==> src/rtl/shift_pkg.sv <==
// Shared definitions for the universal shift register.
// Operation-select encodings used by the mode port.
package shift_pkg;

    typedef enum logic [1:0] {
        MODE_HOLD = 2'b00,
        MODE_SHR  = 2'b01,
        MODE_SHL  = 2'b10,
        MODE_LOAD = 2'b11
    } mode_e;

endpackage

==> src/rtl/dff_bank.sv <==
// WIDTH-wide D register with synchronous reset value and enable.
// Holds the shift register contents for univ_shift_reg.
module dff_bank #(
    parameter int unsigned          WIDTH   = 8,
    parameter logic [WIDTH-1:0]     RST_VAL = '0
) (
    input  logic             clk,
    input  logic             rst,
    input  logic             en,
    input  logic [WIDTH-1:0] d,
    output logic [WIDTH-1:0] q
);

    logic [WIDTH-1:0] q_q;

    always_ff @(posedge clk) begin
        if (rst) begin
            q_q <= RST_VAL;
        end else if (en) begin
            q_q <= d;
        end
    end

    assign q = q_q;

endmodule

==> src/rtl/univ_shift_reg.sv <==
// Universal shift register: hold, shift right/left, parallel load,
// with a saturating shift counter and a one-cycle done pulse.
module univ_shift_reg
    import shift_pkg::*;
#(
    parameter int unsigned      WIDTH   = 8,
    parameter logic [WIDTH-1:0] RST_VAL = '0
) (
    input  logic             clk,
    input  logic             rst,
    input  logic             en,
    input  logic [1:0]       mode,
    input  logic [WIDTH-1:0] d,
    input  logic             sin_r,
    input  logic             sin_l,
    output logic [WIDTH-1:0] q,
    output logic [WIDTH-1:0] qb,
    output logic             so_r,
    output logic             so_l,
    output logic             done
);

    localparam int unsigned CW = $clog2(WIDTH + 1);
    localparam logic [CW-1:0] CNT_MAX = CW'(WIDTH);
    localparam logic [CW-1:0] CNT_LAST = CW'(WIDTH - 1);

    logic [WIDTH-1:0] q_d;
    logic [WIDTH-1:0] shr_val;
    logic [WIDTH-1:0] shl_val;
    logic [CW-1:0]    cnt_q;
    logic [CW-1:0]    cnt_d;
    logic             done_q;
    logic             done_d;
    logic             shifting;

    generate
        if (WIDTH == 1) begin : g_w1
            assign shr_val = sin_r;
            assign shl_val = sin_l;
        end else begin : g_wn
            assign shr_val = {sin_r, q[WIDTH-1:1]};
            assign shl_val = {q[WIDTH-2:0], sin_l};
        end
    endgenerate

    always_comb begin
        q_d      = q;
        shifting = 1'b0;
        unique case (mode_e'(mode))
            MODE_SHR: begin
                q_d      = shr_val;
                shifting = 1'b1;
            end
            MODE_SHL: begin
                q_d      = shl_val;
                shifting = 1'b1;
            end
            MODE_LOAD: q_d = d;
            default:   q_d = q;
        endcase
    end

    // Counting is direction-agnostic; saturation stops further done pulses.
    always_comb begin
        cnt_d  = cnt_q;
        done_d = 1'b0;
        if (en) begin
            if (mode_e'(mode) == MODE_LOAD) begin
                cnt_d = '0;
            end else if (shifting && cnt_q != CNT_MAX) begin
                cnt_d  = cnt_q + 1'b1;
                done_d = (cnt_q == CNT_LAST);
            end
        end
    end

    always_ff @(posedge clk) begin
        if (rst) begin
            cnt_q  <= '0;
            done_q <= 1'b0;
        end else begin
            cnt_q  <= cnt_d;
            done_q <= done_d;
        end
    end

    dff_bank #(
        .WIDTH   (WIDTH),
        .RST_VAL (RST_VAL)
    ) u_bank (
        .clk (clk),
        .rst (rst),
        .en  (en),
        .d   (q_d),
        .q   (q)
    );

    assign qb   = ~q;
    assign so_r = q[0];
    assign so_l = q[WIDTH-1];
    assign done = done_q;

endmodule

==> config.mk <==
export PLATFORM = sky130hd
export DESIGN_NAME = univ_shift_reg
export DESIGN_NICKNAME = d
export VERILOG_FILES = /design/src/rtl/shift_pkg.sv /design/src/rtl/dff_bank.sv /design/src/rtl/univ_shift_reg.sv
export SDC_FILE = /design/constraint.sdc
export NUM_CORES = 1
export LEC_CHECK = 0
export CAP_MARGIN = 40
export CELL_PAD_IN_SITES_DETAIL_PLACEMENT = 0
export CELL_PAD_IN_SITES_GLOBAL_PLACEMENT = 2
export CORE_UTILIZATION = 25
export DETAILED_ROUTE_END_ITERATION = 12
export PLACE_DENSITY = 0.87
export SYNTH_ARGS = -nofsm -noshare
export SYNTH_HDL_FRONTEND = slang
export SYNTH_HIERARCHICAL = 1
export SYNTH_SLANG_ARGS = --single-unit
==> constraint.sdc <==
create_clock -name clk -period 3.5 [get_ports clk]
set_clock_uncertainty 0.15 [all_clocks]
set_input_delay 0.7 -clock clk [delete_from_list [all_inputs] [get_ports clk]]
set_output_delay 0.7 -clock clk [all_outputs]
set_load 0.05 [all_outputs]
After elaboration in Yosys (flattened, before gate mapping)
Cells that the tools add are included.

Logic and storage cells: 23. Register bits: 13. Bits of input ports: 15. Output and inout port bits: 19.

Add/subtract/negate cells: 1. Reduce and logical (&&, ||, !) cells: 7. Bitwise operators: 3. Equality and inequality tests: 5. Multiplexer cells: 4.

Operators by type and width (number): case mux 8 bit (3 select lines) (1); 2-to-1 mux 4 bit (2); NOT 8 bit (1); adder 4 x 1 -> 4 bit, second input constant (1); equality test 2 bit, second input constant (2); equality test 4 x 3 -> 1 bit, second input constant (1); != test 4 bit, second input constant (1); AND reduction 2 bit (2); OR reduction 4 bit (1); nonzero test 3 bit (1); equality test 2 x 1 -> 1 bit, second input constant (1); NOT 1 bit (2); nonzero test 2 bit (1); OR reduction 2 bit (1); logical AND 1 bit (1); 2-to-1 mux 1 bit (1).

Depth between registers and ports, before layout
Gate-level depths: netlist (run 1).

Depth after elaboration: 6. Depth in mapped cells: 7. Gate-level depth less buffers: 6.

By module
The synthesis (run 1) kept the hierarchy.

Modules (own cells, without submodules): univ_shift_reg (cells each 69, seq. area each 100.1 um^2, area each 559.3 um^2, times used 1); dff_bank (cells each 26, seq. area each 160.2 um^2, area each 285.3 um^2, times used 1).

Least setup slack after synthesis (run 1)
No wires, ideal clock.

Kind: input port to flip-flop. From: input mode[1]. To: register u_bank.q_q[0] (netlist: u_bank/q[0]). Stages on the path: 7. Library setup time: 0.124 ns. Data required time: 3.226 ns. Path buffers: 1. Setup slack: 1.571 ns. Data arrival time: 1.655 ns. Cells stage by stage: inv_1 ha_1 clkbuf_1 a222oi_1 mux2i_1 mux2i_1 nor2_1.

Elaborated cells between the ends (all ways): 6. Classes of those cells: eq/ne (3); mux (1); reduce/logical (2).

RTL lines: from (decl) (RTL line univ_shift_reg.sv:12) `input logic [1:0] mode,`; equality test 2 bit or equality test 2 x 1 -> 1 bit (tied branches) (RTL line univ_shift_reg.sv:49) `unique case (mode_e'(mode))`; case mux 8 bit (3 select lines) * (RTL line univ_shift_reg.sv:49); named net q_d[0] (RTL line univ_shift_reg.sv:27) `logic [WIDTH-1:0] q_d;`; to (signal assigned) (RTL line dff_bank.sv:18) `q_q <= RST_VAL;`; to (signal assigned) (RTL line dff_bank.sv:20) `q_q <= d;`; to (decl) (RTL line dff_bank.sv:14) `logic [WIDTH-1:0] q_q;`.

The timed path passes the listed nets; every way through them passes the cells marked *. A chain may end at the register's enable or synchronous reset.

Worst setup path in the final report (run 1)
From: register u_bank.q_q[7] (netlist: u_bank/q[7]). To: output so_l.

RTL lines: to (decl) (RTL line univ_shift_reg.sv:19) `output logic so_l,`.

No word-level cell between the ends.

==> results of run 1 <==
registers in the layout (all words and copies together), names as in the netlist:
register  flops
cnt_q         4
u_bank/q      8
done          1
metal layers:
layer / GRT usage [%] / up-vias
met1: 15.3 / 391
li1: - / 404
met5: 0 / -
met4: 3.99 / 0
met2: 18.8 / 34
met3: 2.16 / 2
area by class of cell:
class / instances / area [µm²] / area share, %
clock buffer: 4 / 26.3 / 2.17
inverter: 13 / 48.8 / 4.03
multi-input combinational: 60 / 482 / 39.8
sequential: 13 / 260 / 21.5
tap: 44 / 55.1 / 4.55
timing repair buffer: 34 / 338 / 27.9
cells in the mapped netlist:
library cell  count
mux2i_1          16
a31oi_1           1
ha_1              6
a222oi_1          8
o21ai_0           4
nor4b_1           1
buf_2             1
a41oi_1           1
nor3_1            2
nor2_1            8
buf_4             3
nand3_1           1
and4bb_1          1
nor2b_1           1
clkbuf_1          3
or4_1             1
dfxtp_1          13
inv_1            13
nand4_1           3
buf_6             1
buf_1             1
a21oi_1           5
nand3b_1          1
path summary, 6_finish.rpt:
check                                  from        to  slack, ns  depth (start not counted)
worst max-delay path            u_bank/q[7]      so_l       1.12                          1
worst min register to register     cnt_q[3]      done       0.40                          1
worst min-delay path               cnt_q[3]      done       0.40                          1
worst max register to register     cnt_q[0]  cnt_q[1]       2.04                          5
report_power, final:
part / switching [µW] / total, µW / internal (µW)
Clock: 50.8 / 94.9 / 44.1
Combinational: 60.1 / 105 / 44.5
Sequential: 5.98 / 158 / 152
Total: 117 / 358 / 241
metrics by stage:
step	total power, µW	util [%]	setup WS [ns]	instances
4_1_cts	363	38.7	1.10	168
6_report	358	38.7	1.12	168
3_3_place_gp	266	37.8	0.952	164
3_5_place_dp	266	37.8	0.896	164
5_1_grt	378	38.7	1.05	168
2_1_floorplan	228	-	1.57	95
kinds of logic (layout without fill, tap and decap cells):
logic type | Yosys count | in the layout | share of synthesized area, %
buf+inv | 22 | 51 | 12.1
mux | 16 | 16 | 19.0
fa+ha+maj | 6 | 6 | 8.89
compound gates | 19 | 19 | 16.6
flops | 13 | 13 | 30.8
simple gates | 19 | 19 | 12.6
placed cells by master (no fill, tap or decap), types with 3 or more instances in the layout:
master            n
clkdlybuf4s50_1  33
mux2i_1          16
inv_1            13
dfxtp_1          13
a222oi_1          8
nor2_1            8
ha_1              6
a21oi_1           5
o21ai_0           4
nand4_1           3
clkbuf_4          3
==> run summary, run 1 <==
routability cong. = 0.695
GR Overflow Total = 0
Post-CTS Setup Bufs = 0
Data required, critical path = 2.65 ns
clock slew at reported path FFs = 0.09 ns
drt drc = 0
Peak VDD IR = 130 µV
CTS tree = yes
fmax = 0.419 GHz
CP Max Fanout = 5
Via density = 4.95
Row Count = 20
Pwr per Cell Area = 296 mW/mm²
Worst-Skew Late Latency = 0.27 ns
Placed Instance Area = 0.00118 mm²
TNS Setup = 0 ns
CP max stage delay = 0.85 ns
Total Routed Length = 2.15 mm
nets = 146
Max Cap Violations = 0
vias in the first global route = 727
post-synth net total = 116
met2 WL post-DR = 953 µm
Area Overhead vs Synth = 43.3%
Synth area leader = dfxtp_1
Vias = 831
critical path capture point type = output port
DRT met1 WL = 1.03 mm
hold slack = 0.401 ns
area of the core = 0.00313 mm²
RSZ-0062 raised after global routing = false
sequential-to-total area share from yosys stat = 30.8%
die span in x = 60.1 µm
largest net degree at the start of global routing = 15
worst slew pin tran = 0.517 ns
final worst-path cycle share = 68.1%
number of I/O pins = 34
Num Clock Sinks = 13
Die Area = 0.00361 mm²
Overall Global Routing Usage = 11.6%
chip height = 60.1 µm
WS Path Type = flop to output port
share of layout cells above drive strength 1 = 3.23%
Leak = 0.000456 µW
first-pass GRT wire length = 3.17 mm
CP max-delay cell = clkdlybuf4s50_1
htree depth = 1
worst path arrival time = 1.53 ns
top sig layer = met4
Resized cells post-CTS = 0
Slew HR = 65.4%
Syn. warnings = 6
Pins Over Slew Limit = 0
Synth area leaders = dfxtp_1 31%, mux2i_1 19%, a222oi_1 9.5%
initial antenna violation count = 0
Worst path top cell family by delay = buffers and inverters
synthesized area per cell = 8.89 µm²
Synth top area share = 30.8%
clock buffer depth = 2
Fin. Hold Viols = 0
CP Cell Sequence = clkdlybuf4s50_1
status = complete, no violations
Min Clock Period, post-route = 2.38 ns
ant diodes = 0
DRT iter0 DRCs = 44
WL per Instance = 12.8 µm
cell chosen for the clock root = clkbuf_4
ANT nets after route = 0
Filler cells = 325
WL met3 = 154 µm
Starting Density = 27.0%
DRT Pass-1 Iters = 5
IO Port Bufs = 33
Final Cell Area = 0.00121 mm²
WP buf/inv = 1
DPL Wire Length = 1.60 mm
Post-Syn Area = 845 µm²
synth unique cells = 23
TritonCTS Buffers = 3
Gate Count Post-Synth = 95
setup violators final = 0
Hold Crit Class = flop to flop
Startpoint Class = flop
Synth Register Bits = 13
hold_buf cts = 0
Note: power is estimated with default switching activity, not from simulation.
==> inputs of run 2 (changes only) <==
CORE_UTILIZATION = 24   (was 25)
PLACE_DENSITY = 0.85   (was 0.87)
clock period = 2.4 ns   (was 3.5 ns; I/O delays follow)
==> run 2 against run 1 <==
Hold slack got worse by 0.017 ns. Critical path depth did not move. Design area rose by 2.1%. Register-to-register slack got worse by 1.1 ns. Utilization fell by 2.0 points. Clock-buffer cell count did not move. Power rose by 45%. Combinational power rose by 50%. Die area rose by 4.0%. Highest routed layer is now met3. Largest cell class unchanged.
==> run summary, run 2 (synthesis gave the netlist of run 1 again) <==
TNS Setup = 0 ns (unchanged)
Hold Crit Class = flop to flop
Num Clock Sinks = 13 (unchanged)
DRT Pass-1 Iters = 4 (-1)
CP max stage delay = 0.84 ns (about the same)
vias in the first global route = 763 (+5.0%)
ant diodes = 0 (unchanged)
hold_buf cts = 0 (unchanged)
routability cong. = 0.747 (+7.5%)
commonest cells after routing, fill and taps aside = 33 x clkdlybuf4s50_1, 16 x mux2i_1, 13 x inv_1, 13 x dfxtp_1
IO Port Bufs = 33 (unchanged)
WS Path Type = flop to output port
Min Clock Period, post-route = 2.16 ns
Filler cells = 369 (+14%)
Data required, critical path = 1.77 ns (-0.88 ns)
WL per Instance = 12.9 µm (+0.45%)
DPL Wire Length = 1.69 mm (+5.6%)
clock buffer depth = 2 (unchanged)
WP buf/inv = 1 (unchanged)
die span in x = 61.3 µm (+2.0%)
Placed Cells = 169 (+3.0%)
htree depth = 1 (unchanged)
area of the core = 0.00336 mm² (+7.5%)
Post-CTS Setup Bufs = 0 (unchanged)
share of layout cells above drive strength 1 = 5.51% (+2.3 points)
largest net degree at the start of global routing = 15 (unchanged)
critical path capture point type = output port
hold slack = 0.384 ns (-0.0172 ns)
ANT nets after route = 0 (unchanged)
fmax = 0.464 GHz
Row Count = 21 (+5.0%)
Via density = 4.82 (-2.5%)
Worst-Skew Late Latency = 0.27 ns (about the same)
number of I/O pins = 34 (unchanged)
Slew HR = 65.9% (+0.47 points)
Max Cap Violations = 0 (unchanged)
CP Cell Sequence = clkdlybuf4s50_1
TritonCTS Buffers = 3 (unchanged)
final core utilization = 36.7% (-2.0 points)
initial antenna violation count = 0 (unchanged)
CP Max Fanout = 5 (unchanged)
first-pass GRT wire length = 3.45 mm (+8.7%)
Layout Cells excl Fill = 173 (+3.0%)
Starting Density = 25.1% (-1.9 points)
nets = 149 (+2.1%)
cell chosen for the clock root = clkbuf_4
Placed Instance Area = 0.00121 mm² (+2.1%)
CTS tree = yes
Vias = 834 (+0.36%)
most common cell after layout, fill and taps aside = clkdlybuf4s50_1
worst slew pin tran = 0.510 ns (-0.00700 ns)
Die Area = 0.00376 mm² (+4.0%)
Peak VDD IR = 167 µV (+28%)
RSZ-0062 raised after global routing = false
GR Overflow Total = 0 (unchanged)
Overall Global Routing Usage = 12.2% (+0.56 points)
clock slew at reported path FFs = 0.08 ns (about the same)
Pins Over Slew Limit = 0 (unchanged)
Startpoint Class = flop
Worst path top cell family by delay = buffers and inverters
final worst-path cycle share = 89.9%
Pwr per Cell Area = 422 mW/mm² (+42%)
chip height = 61.3 µm (+2.0%)
max FFs per register = 8 (unchanged)
Total Routed Length = 2.23 mm (+3.4%)
status = complete, no violations
setup violators final = 0 (unchanged)
worst path arrival time = 1.53 ns (about the same)
drt drc = 0 (unchanged)
Fin. Hold Viols = 0 (unchanged)
DRT iter0 DRCs = 78 (+77%)
CP max-delay cell = clkdlybuf4s50_1
Final Cell Area = 0.00123 mm² (+2.1%)
Resized cells post-CTS = 0 (unchanged)
Leak = 0.000471 µW (+3.2%)
Area Overhead vs Synth = 46.2%
-- run 2: cell types whose count changed in the layout (fill, tap and decap cells not counted), sizes merged --
cell  delta
buf      +3
-- run 2: power breakdown --
| group | leakage (µW) | switching (µW) | internal [µW] |
|---|---|---|---|
| sequential | 0.000105 | 9.01 | 222 |
| clock | 0.0000150 | 67.7 | 64.2 |
| combinational | 0.000351 | 89.3 | 68.0 |
| total | 0.000471 | 166 | 355 |
-- run 2: final cells by class --
type,count,area (µm²),area share [%]
Multi-Input combinational cell,60,482,39.0
Timing Repair Buffer,37,360,29.2
Sequential cell,13,260,21.1
Tap cell,46,57.6,4.66
Inverter,13,48.8,3.95
Clock buffer,4,26.3,2.13
-- run 2: worst paths after layout --
check	startpoint	endpoint	slack, ns	cells after the start
worst min-delay path	cnt_q[3]	done	0.38	1
worst min register to register	cnt_q[3]	done	0.38	1
worst max register to register	cnt_q[0]	cnt_q[1]	0.94	5
worst max-delay path	u_bank/q[4]	q[4]	0.24	1
-- run 2: metal layers --
metal	up-vias	wire length, µm	GRT usage (%)
li1	409	-	-
met1	390	1070	15.9
met2	35	978	20.2
met3	0	181	2.52
met4	0	0	3.90
met5	-	0	0
-- run 2: stage by stage --
| step | power [µW] | worst slack (ns) |
|---|---|---|
| finish | 521 | 0.243 |
| global route | 550 | 0.175 |
| CTS | 531 | 0.219 |
| detailed placement | 393 | 0.0740 |
| global placement | 392 | 0.0941 |
| floorplan | 333 | 0.691 |
==> inputs of run 3 (changes only) <==
ABC_AREA = 0   (was unset)
==> results of run 3 <==
Final layout, timing and power as in run 2 (identical DEF).
